File: src/rtl/mips_multicycle_ctrl_pkg.sv
// rtl/mips_multicycle_ctrl_pkg.sv - encodings and per-state control decode for the multi-cycle sequencer
package mips_ctrl_pkg;

   typedef enum logic [3:0] {
      S_FETCH    = 4'd0,
      S_DECODE   = 4'd1,
      S_MEM_ADDR = 4'd2,
      S_MEM_RD   = 4'd3,
      S_LW_WB    = 4'd4,
      S_MEM_WR   = 4'd5,
      S_R_EXEC   = 4'd6,
      S_R_WB     = 4'd7,
      S_BRANCH   = 4'd8,
      S_JUMP     = 4'd9,
      S_I_EXEC   = 4'd10,
      S_I_WB     = 4'd11,
      S_TRAP     = 4'd12
   } state_e;

   localparam logic [5:0] OP_RTYPE = 6'h00;
   localparam logic [5:0] OP_J     = 6'h02;
   localparam logic [5:0] OP_BEQ   = 6'h04;
   localparam logic [5:0] OP_BNE   = 6'h05;
   localparam logic [5:0] OP_ADDI  = 6'h08;
   localparam logic [5:0] OP_LW    = 6'h23;
   localparam logic [5:0] OP_SW    = 6'h2B;

   localparam logic [5:0] FN_SLL = 6'h00;
   localparam logic [5:0] FN_ADD = 6'h20;
   localparam logic [5:0] FN_SUB = 6'h22;
   localparam logic [5:0] FN_AND = 6'h24;
   localparam logic [5:0] FN_OR  = 6'h25;
   localparam logic [5:0] FN_SLT = 6'h2A;

   localparam logic [2:0] ALU_AND = 3'b000;
   localparam logic [2:0] ALU_OR  = 3'b001;
   localparam logic [2:0] ALU_ADD = 3'b010;
   localparam logic [2:0] ALU_SLL = 3'b011;
   localparam logic [2:0] ALU_SUB = 3'b110;
   localparam logic [2:0] ALU_SLT = 3'b111;

   localparam logic [1:0] SRCB_B       = 2'b00;
   localparam logic [1:0] SRCB_FOUR    = 2'b01;
   localparam logic [1:0] SRCB_IMM     = 2'b10;
   localparam logic [1:0] SRCB_IMM_SL2 = 2'b11;

   localparam logic [1:0] PCSRC_ALU    = 2'b00;
   localparam logic [1:0] PCSRC_ALUOUT = 2'b01;
   localparam logic [1:0] PCSRC_JUMP   = 2'b10;

   typedef struct packed {
      logic       i_or_d;
      logic       mem_read;
      logic       mem_write;
      logic       reg_dst;
      logic       mem_to_reg;
      logic       reg_write;
      logic       alu_src_a;
      logic [1:0] alu_src_b;
      logic [2:0] alu_ctl;
      logic [1:0] pc_source;
      logic       pc_write;
      logic       pc_write_cond;
      logic       illegal;
   } ctrl_t;

   // FETCH's pc_write is handshake-qualified in the top, so it is not set here.
   function automatic ctrl_t ctrl_decode(input state_e st, input logic [2:0] r_alu_ctl);
      ctrl_t c;
      c = '0;
      case (st)
         S_FETCH: begin
            c.mem_read  = 1'b1;
            c.alu_src_b = SRCB_FOUR;
            c.alu_ctl   = ALU_ADD;
         end
         S_DECODE: begin
            c.alu_src_b = SRCB_IMM_SL2;
            c.alu_ctl   = ALU_ADD;
         end
         S_MEM_ADDR, S_I_EXEC: begin
            c.alu_src_a = 1'b1;
            c.alu_src_b = SRCB_IMM;
            c.alu_ctl   = ALU_ADD;
         end
         S_MEM_RD: begin
            c.mem_read = 1'b1;
            c.i_or_d   = 1'b1;
         end
         S_LW_WB: begin
            c.reg_write  = 1'b1;
            c.mem_to_reg = 1'b1;
         end
         S_MEM_WR: begin
            c.mem_write = 1'b1;
            c.i_or_d    = 1'b1;
         end
         S_R_EXEC: begin
            c.alu_src_a = 1'b1;
            c.alu_ctl   = r_alu_ctl;
         end
         S_R_WB: begin
            c.reg_write = 1'b1;
            c.reg_dst   = 1'b1;
         end
         S_BRANCH: begin
            c.alu_src_a     = 1'b1;
            c.alu_ctl       = ALU_SUB;
            c.pc_write_cond = 1'b1;
            c.pc_source     = PCSRC_ALUOUT;
         end
         S_JUMP: begin
            c.pc_write  = 1'b1;
            c.pc_source = PCSRC_JUMP;
         end
         S_I_WB:  c.reg_write = 1'b1;
         S_TRAP:  c.illegal   = 1'b1;
         default: c = '0;
      endcase
      return c;
   endfunction

endpackage

File: src/rtl/mips_multicycle_ctrl_if.sv
// rtl/mips_multicycle_ctrl_if.sv - IR fields and datapath controls between sequencer and datapath
interface mips_multicycle_ctrl_if;
   logic [5:0]  opcode;
   logic [5:0]  funct;
   logic        zero;
   logic        mem_ready;
   logic        pc_en;
   logic        i_or_d;
   logic        mem_read;
   logic        mem_write;
   logic        ir_write;
   logic        reg_dst;
   logic        mem_to_reg;
   logic        reg_write;
   logic        alu_src_a;
   logic [1:0]  alu_src_b;
   logic [2:0]  alu_ctl;
   logic [1:0]  pc_source;
   logic        illegal;
   logic [3:0]  state;
   logic [31:0] retired;

   modport master (
      input  opcode, funct, zero, mem_ready,
      output pc_en, i_or_d, mem_read, mem_write, ir_write, reg_dst, mem_to_reg,
             reg_write, alu_src_a, alu_src_b, alu_ctl, pc_source, illegal, state, retired
   );

   modport slave (
      output opcode, funct, zero, mem_ready,
      input  pc_en, i_or_d, mem_read, mem_write, ir_write, reg_dst, mem_to_reg,
             reg_write, alu_src_a, alu_src_b, alu_ctl, pc_source, illegal, state, retired
   );
endinterface

File: src/rtl/mips_multicycle_ctrl_alu_ctl_decode.sv
// rtl/mips_multicycle_ctrl_alu_ctl_decode.sv - R-type funct to ALU operation map
module alu_ctl_decode
   import mips_ctrl_pkg::*;
(
   input  logic [5:0] funct_i,
   output logic [2:0] alu_ctl_o,
   output logic       valid_o
);
   always_comb begin
      alu_ctl_o = ALU_ADD;
      valid_o   = 1'b1;
      case (funct_i)
         FN_ADD:  alu_ctl_o = ALU_ADD;
         FN_SUB:  alu_ctl_o = ALU_SUB;
         FN_AND:  alu_ctl_o = ALU_AND;
         FN_OR:   alu_ctl_o = ALU_OR;
         FN_SLT:  alu_ctl_o = ALU_SLT;
         FN_SLL:  alu_ctl_o = ALU_SLL;
         default: valid_o   = 1'b0;
      endcase
   end
endmodule

File: src/rtl/mips_multicycle_ctrl.sv
// rtl/mips_multicycle_ctrl.sv - multi-cycle MIPS-subset control sequencer with retired-instruction count
module mips_multicycle_ctrl
   import mips_ctrl_pkg::*;
(
   input  logic                    clk,
   input  logic                    rst_n,
   mips_multicycle_ctrl_if.master  bus
);
   state_e      state_q, state_d;
   ctrl_t       ctrl_q;
   logic        run_q;
   logic [31:0] retired_q;
   logic [2:0]  r_alu_ctl;
   logic        funct_ok;
   logic        retire;
   logic        fetch_done;

   alu_ctl_decode u_alu_ctl_decode (
      .funct_i   (bus.funct),
      .alu_ctl_o (r_alu_ctl),
      .valid_o   (funct_ok)
   );

   always_comb begin
      state_d = state_q;
      case (state_q)
         S_FETCH:    state_d = bus.mem_ready ? S_DECODE : S_FETCH;
         S_DECODE: begin
            case (bus.opcode)
               OP_RTYPE:       state_d = funct_ok ? S_R_EXEC : S_TRAP;
               OP_LW, OP_SW:   state_d = S_MEM_ADDR;
               OP_BEQ, OP_BNE: state_d = S_BRANCH;
               OP_J:           state_d = S_JUMP;
               OP_ADDI:        state_d = S_I_EXEC;
               default:        state_d = S_TRAP;
            endcase
         end
         S_MEM_ADDR: state_d = (bus.opcode == OP_LW) ? S_MEM_RD : S_MEM_WR;
         S_MEM_RD:   state_d = bus.mem_ready ? S_LW_WB : S_MEM_RD;
         S_MEM_WR:   state_d = bus.mem_ready ? S_FETCH : S_MEM_WR;
         S_R_EXEC:   state_d = S_R_WB;
         S_I_EXEC:   state_d = S_I_WB;
         default:    state_d = S_FETCH;
      endcase
   end

   // TRAP is the only return to FETCH that does not retire an instruction.
   assign retire = (state_d == S_FETCH) && (state_q != S_FETCH) && (state_q != S_TRAP);

   // run_q holds the sequencer idle for the partial cycle after reset release.
   always_ff @(posedge clk or negedge rst_n) begin
      if (!rst_n) begin
         run_q     <= 1'b0;
         state_q   <= S_FETCH;
         ctrl_q    <= '0;
         retired_q <= '0;
      end else if (!run_q) begin
         run_q  <= 1'b1;
         ctrl_q <= ctrl_decode(S_FETCH, r_alu_ctl);
      end else begin
         state_q <= state_d;
         ctrl_q  <= ctrl_decode(state_d, r_alu_ctl);
         if (retire) retired_q <= retired_q + 32'd1;
      end
   end

   assign fetch_done = run_q && (state_q == S_FETCH) && bus.mem_ready;

   assign bus.ir_write   = fetch_done;
   assign bus.pc_en      = fetch_done | ctrl_q.pc_write |
                           (ctrl_q.pc_write_cond & (bus.zero ^ (bus.opcode == OP_BNE)));
   assign bus.i_or_d     = ctrl_q.i_or_d;
   assign bus.mem_read   = ctrl_q.mem_read;
   assign bus.mem_write  = ctrl_q.mem_write;
   assign bus.reg_dst    = ctrl_q.reg_dst;
   assign bus.mem_to_reg = ctrl_q.mem_to_reg;
   assign bus.reg_write  = ctrl_q.reg_write;
   assign bus.alu_src_a  = ctrl_q.alu_src_a;
   assign bus.alu_src_b  = ctrl_q.alu_src_b;
   assign bus.alu_ctl    = ctrl_q.alu_ctl;
   assign bus.pc_source  = ctrl_q.pc_source;
   assign bus.illegal    = ctrl_q.illegal;
   assign bus.state      = state_q;
   assign bus.retired    = retired_q;
endmodule

File: src/flat_wrapper.sv
// flat-port wrapper written by rule: the top's interface ports become plain ports
module mips_multicycle_ctrl_flat import mips_ctrl_pkg::*;
  (clk, rst_n, bus_opcode, bus_funct, bus_zero, bus_mem_ready, bus_pc_en, bus_i_or_d, bus_mem_read, bus_mem_write, bus_ir_write, bus_reg_dst, bus_mem_to_reg, bus_reg_write, bus_alu_src_a, bus_alu_src_b, bus_alu_ctl, bus_pc_source, bus_illegal, bus_state, bus_retired);
  mips_multicycle_ctrl_if bus_i ();
  input  logic clk;
  input  logic rst_n;
  input wire logic [$bits(bus_i.opcode)-1:0] bus_opcode;
  input wire logic [$bits(bus_i.funct)-1:0] bus_funct;
  input wire logic [$bits(bus_i.zero)-1:0] bus_zero;
  input wire logic [$bits(bus_i.mem_ready)-1:0] bus_mem_ready;
  output wire logic [$bits(bus_i.pc_en)-1:0] bus_pc_en;
  output wire logic [$bits(bus_i.i_or_d)-1:0] bus_i_or_d;
  output wire logic [$bits(bus_i.mem_read)-1:0] bus_mem_read;
  output wire logic [$bits(bus_i.mem_write)-1:0] bus_mem_write;
  output wire logic [$bits(bus_i.ir_write)-1:0] bus_ir_write;
  output wire logic [$bits(bus_i.reg_dst)-1:0] bus_reg_dst;
  output wire logic [$bits(bus_i.mem_to_reg)-1:0] bus_mem_to_reg;
  output wire logic [$bits(bus_i.reg_write)-1:0] bus_reg_write;
  output wire logic [$bits(bus_i.alu_src_a)-1:0] bus_alu_src_a;
  output wire logic [$bits(bus_i.alu_src_b)-1:0] bus_alu_src_b;
  output wire logic [$bits(bus_i.alu_ctl)-1:0] bus_alu_ctl;
  output wire logic [$bits(bus_i.pc_source)-1:0] bus_pc_source;
  output wire logic [$bits(bus_i.illegal)-1:0] bus_illegal;
  output wire logic [$bits(bus_i.state)-1:0] bus_state;
  output wire logic [$bits(bus_i.retired)-1:0] bus_retired;
  assign bus_i.opcode = bus_opcode;
  assign bus_i.funct = bus_funct;
  assign bus_i.zero = bus_zero;
  assign bus_i.mem_ready = bus_mem_ready;
  assign bus_pc_en = bus_i.pc_en;
  assign bus_i_or_d = bus_i.i_or_d;
  assign bus_mem_read = bus_i.mem_read;
  assign bus_mem_write = bus_i.mem_write;
  assign bus_ir_write = bus_i.ir_write;
  assign bus_reg_dst = bus_i.reg_dst;
  assign bus_mem_to_reg = bus_i.mem_to_reg;
  assign bus_reg_write = bus_i.reg_write;
  assign bus_alu_src_a = bus_i.alu_src_a;
  assign bus_alu_src_b = bus_i.alu_src_b;
  assign bus_alu_ctl = bus_i.alu_ctl;
  assign bus_pc_source = bus_i.pc_source;
  assign bus_illegal = bus_i.illegal;
  assign bus_state = bus_i.state;
  assign bus_retired = bus_i.retired;
  mips_multicycle_ctrl u_core (.clk(clk), .rst_n(rst_n), .bus(bus_i));
endmodule
File: config.mk
export PLATFORM = sky130hd
export DESIGN_NAME = mips_multicycle_ctrl_flat
export DESIGN_NICKNAME = d
export VERILOG_FILES = /design/src/rtl/mips_multicycle_ctrl_pkg.sv /design/src/rtl/mips_multicycle_ctrl_if.sv /design/src/rtl/mips_multicycle_ctrl_alu_ctl_decode.sv /design/src/rtl/mips_multicycle_ctrl.sv /design/src/flat_wrapper.sv
export SDC_FILE = /design/constraint.sdc
export NUM_CORES = 1
export LEC_CHECK = 0
export BUFFER_PORTS_ARGS = -buffer_cell sky130_fd_sc_hd__buf_4
export CORE_MARGIN = 2
export CORE_UTILIZATION = 41
export CTS_CLUSTER_SIZE = 16
export DETAILED_ROUTE_END_ITERATION = 8
export PLACE_DENSITY = 0.66
export SYNTH_ARGS = -nofsm -noshare
export SYNTH_HDL_FRONTEND = slang
export SYNTH_SLANG_ARGS = --single-unit
File: constraint.sdc
create_clock -name clk -period 2.8 [get_ports clk]
set_input_delay 0.28 -clock clk [delete_from_list [all_inputs] [get_ports clk]]
set_output_delay 0.28 -clock clk [all_outputs]
set_load 0.005 [all_outputs]
==> reports/qor.txt <==
layout cells sized above 1 = 0.317
synth unique cells = 55
uppermost layer routed = met4
commonest non-fill, non-tap cell in the layout = buf_4
Leakage = 1.78 nW
Seq cells post-synth = 52
area grow syn2layout = 25.2%
vias in the first global route = 2312
IO Port Bufs = 68
metal2 WL = 3460 µm
worst hold path class = in -> async
Sw Ratio = 0.348
root buf cell = clkbuf_8
RSZ-0062 raised after global routing = no
power share of the clock group = 0.219
# resized after CTS = 0
Yosys top cell area share = 0.432
Placement Setup Slack = 196 ps
Pint = 1.49 mW
Inserted Clock Buffers = 5
max_cap viols = 0
initial antenna violation count = 0
worst setup margin = 189 ps
WHS = -21.6 ps
drt wl/cell = 14.4 µm
setup bufs post-CTS = 0
Worst Setup End Kind = output pin
final RePlAce weighted congestion = 0.864
filler cell count = 678
die span in y = 89.7 µm
Design Area, Final = 3770 µm²
DR vias = 2522
metal1 wirelength = 2960 µm
n_diodes = 0
Crit Path Category = reg -> out
Post-Syn Nets = 316
Synth area leaders = dfrtp_1 (43%), nor4_2 (9.1%), xor2_1 (9.0%), nand3_1 (2.7%), nand2_1 (2.5%)
pins over their slew limit = 0
part of the power in registers = 0.414
area leader, netlist = dfrtp_1
failing checks = negative hold slack
initial DRC count = 90
Fin. Hold Viols = 19
drt pass-1 iters = 4
clock latency at the later pin of the worst-skew pair = 300 ps
Worst Path Max Fanout = 7
CP Data Required Time = 2520 ps
synthesized cell area = 3010 µm²
final setup fails = 0
most frequent cells in the layout = buf_4 (78), dfrtp_1 (50), xor2_1 (31), nor4_2 (22)
placed cell area = 3650 µm²
via/cell ratio = 5.39
Least-Margin Pin Slew = 736 ps
nets@finish = 385
FP Rows = 31
pin count of the biggest net entering global routing = 53
outcome = finished, violations left
Worst VDD drop = 0.316 mV
logic gate share of total power = 0.367
fin crit share = 0.933
detailed placer's ending HPWL = 4950 µm
DRC viols = 0
final cell count without fillers = 468
Post-synth EDFFs = 0
Post-Route Skew = 7.30 ps
hold_buf cts = 0
first-pass GRT wire length = 11000 µm
Placed Cells = 460
clock transition at the registers of the reported paths = 90 ps
metal3 WL = 265 µm
Min Clock Period, post-route = 2610 ps
Clock Sinks = 52
Final ANT Viol Nets = 0
gr usage total = 0.173
Power Dens Cells = 606 nW/µm²
startpoint types = register
Critical Path AT = 2330 ps
max_slew headroom = 0.508
total negative slack = 0 ps
Clock Path Buffers = 2
Switch Pwr = 0.794 mW
H-tree depth = 2
YS warnings = 0
Fmax = 383 MHz
DIE AREA = 8040 µm²
grt total ovfl = 0
syn_area_per_cell = 10.1 µm²
Async SR Flop Fraction = 1.00
Initial Util = 0.419
Die Wd = 89.7 µm
sequential area share after synthesis = 0.432
CTS tree = yes
WL final = 6750 µm
Core ar. = 7180 µm²
I/O Pins = 69
Primary FF master, synth = dfrtp_1
Largest register FFs = 32
Mapped Cells = 299
Worst R2R Path Depth = 7
## logic make-up (layout without fill, tap and decap cells)
| kind of cell | count (synthesis) | after routing | share of synthesized area |
|---|---|---|---|
| compound gates | 45 | 45 | 0.105 |
| xor+xnor | 34 | 34 | 0.0990 |
| fa+ha+maj | 1 | 1 | 0.00416 |
| buf+inv | 24 | 94 | 0.0428 |
| flops | 52 | 52 | 0.432 |
| mux | 1 | 1 | 0.00374 |
| other cells | 1 | 1 | 0.00125 |
| simple gates | 141 | 141 | 0.311 |
## routing by layer
metal,global-route usage,up-vias
li1,-,1229
met1,0.232,1240
met2,0.298,48
met3,0.0247,5
met4,0.0326,0
met5,0,-
## critical path: stages, from the launching register on
cell	delay, ps
dfrtp_1	450
buf_4	190
nor3b_1	190
a21oi_1	70
o32a_1	200
o211ai_1	380
nor4_1	130
a211o_1	280
buf_4	130
## synthesized netlist by cell type (5+ instances only)
cell type / count
clkbuf_1: 6
and3_1: 7
inv_1: 6
nor4_2: 22
nand4_1: 5
o21ai_0: 10
a21oi_1: 5
nand3_1: 16
dfrtp_1: 52
xor2_1: 31
nor2_1: 20
nand2_1: 20
nor3_1: 15
a211oi_1: 6
## path summary, 6_finish.rpt
path                                           to  slack, ps                    from
setup reg to reg           u_core.bus.retired[12]        250     u_core.bus.state[1]
hold reg to reg            u_core.bus.retired[31]        470  u_core.bus.retired[31]
min in group clk            u_core.bus.alu_ctl[0]        170            bus_funct[4]
setup / recovery                        bus_pc_en        190     u_core.bus.state[3]
hold / removal             u_core.bus.retired[18]        -20                   rst_n
max in group asynchronous     u_core.bus.state[1]       2330                   rst_n
## cell type report
class	count	area, µm²	area share
clock buffers	6	72.6	0.0193
clock inverters	2	35.0	0.00930
inverters	7	26.3	0.00698
multi-input cells	223	1600	0.425
flip-flops and latches	52	1300	0.346
well taps	99	124	0.0329
repair buffers	79	606	0.161
## power by group through the flow
stage	Combinational [mW]	Sequential, mW	Clock [mW]
floorplan	0.518	0.932	0
global placement	0.831	0.957	0
detailed placement	0.838	0.954	0
CTS	0.841	0.942	0.512
global route	0.929	0.962	0.547
finish	0.837	0.945	0.499
## through the flow
| stage | total power [mW] | util |
|---|---|---|
| floorplan | 1.45 | - |
| global placement | 1.79 | 0.508 |
| detailed placement | 1.79 | 0.508 |
| CTS | 2.30 | 0.523 |
| global route | 2.44 | 0.525 |
| finish | 2.28 | 0.525 |
(Power assumes the default switching activity.)
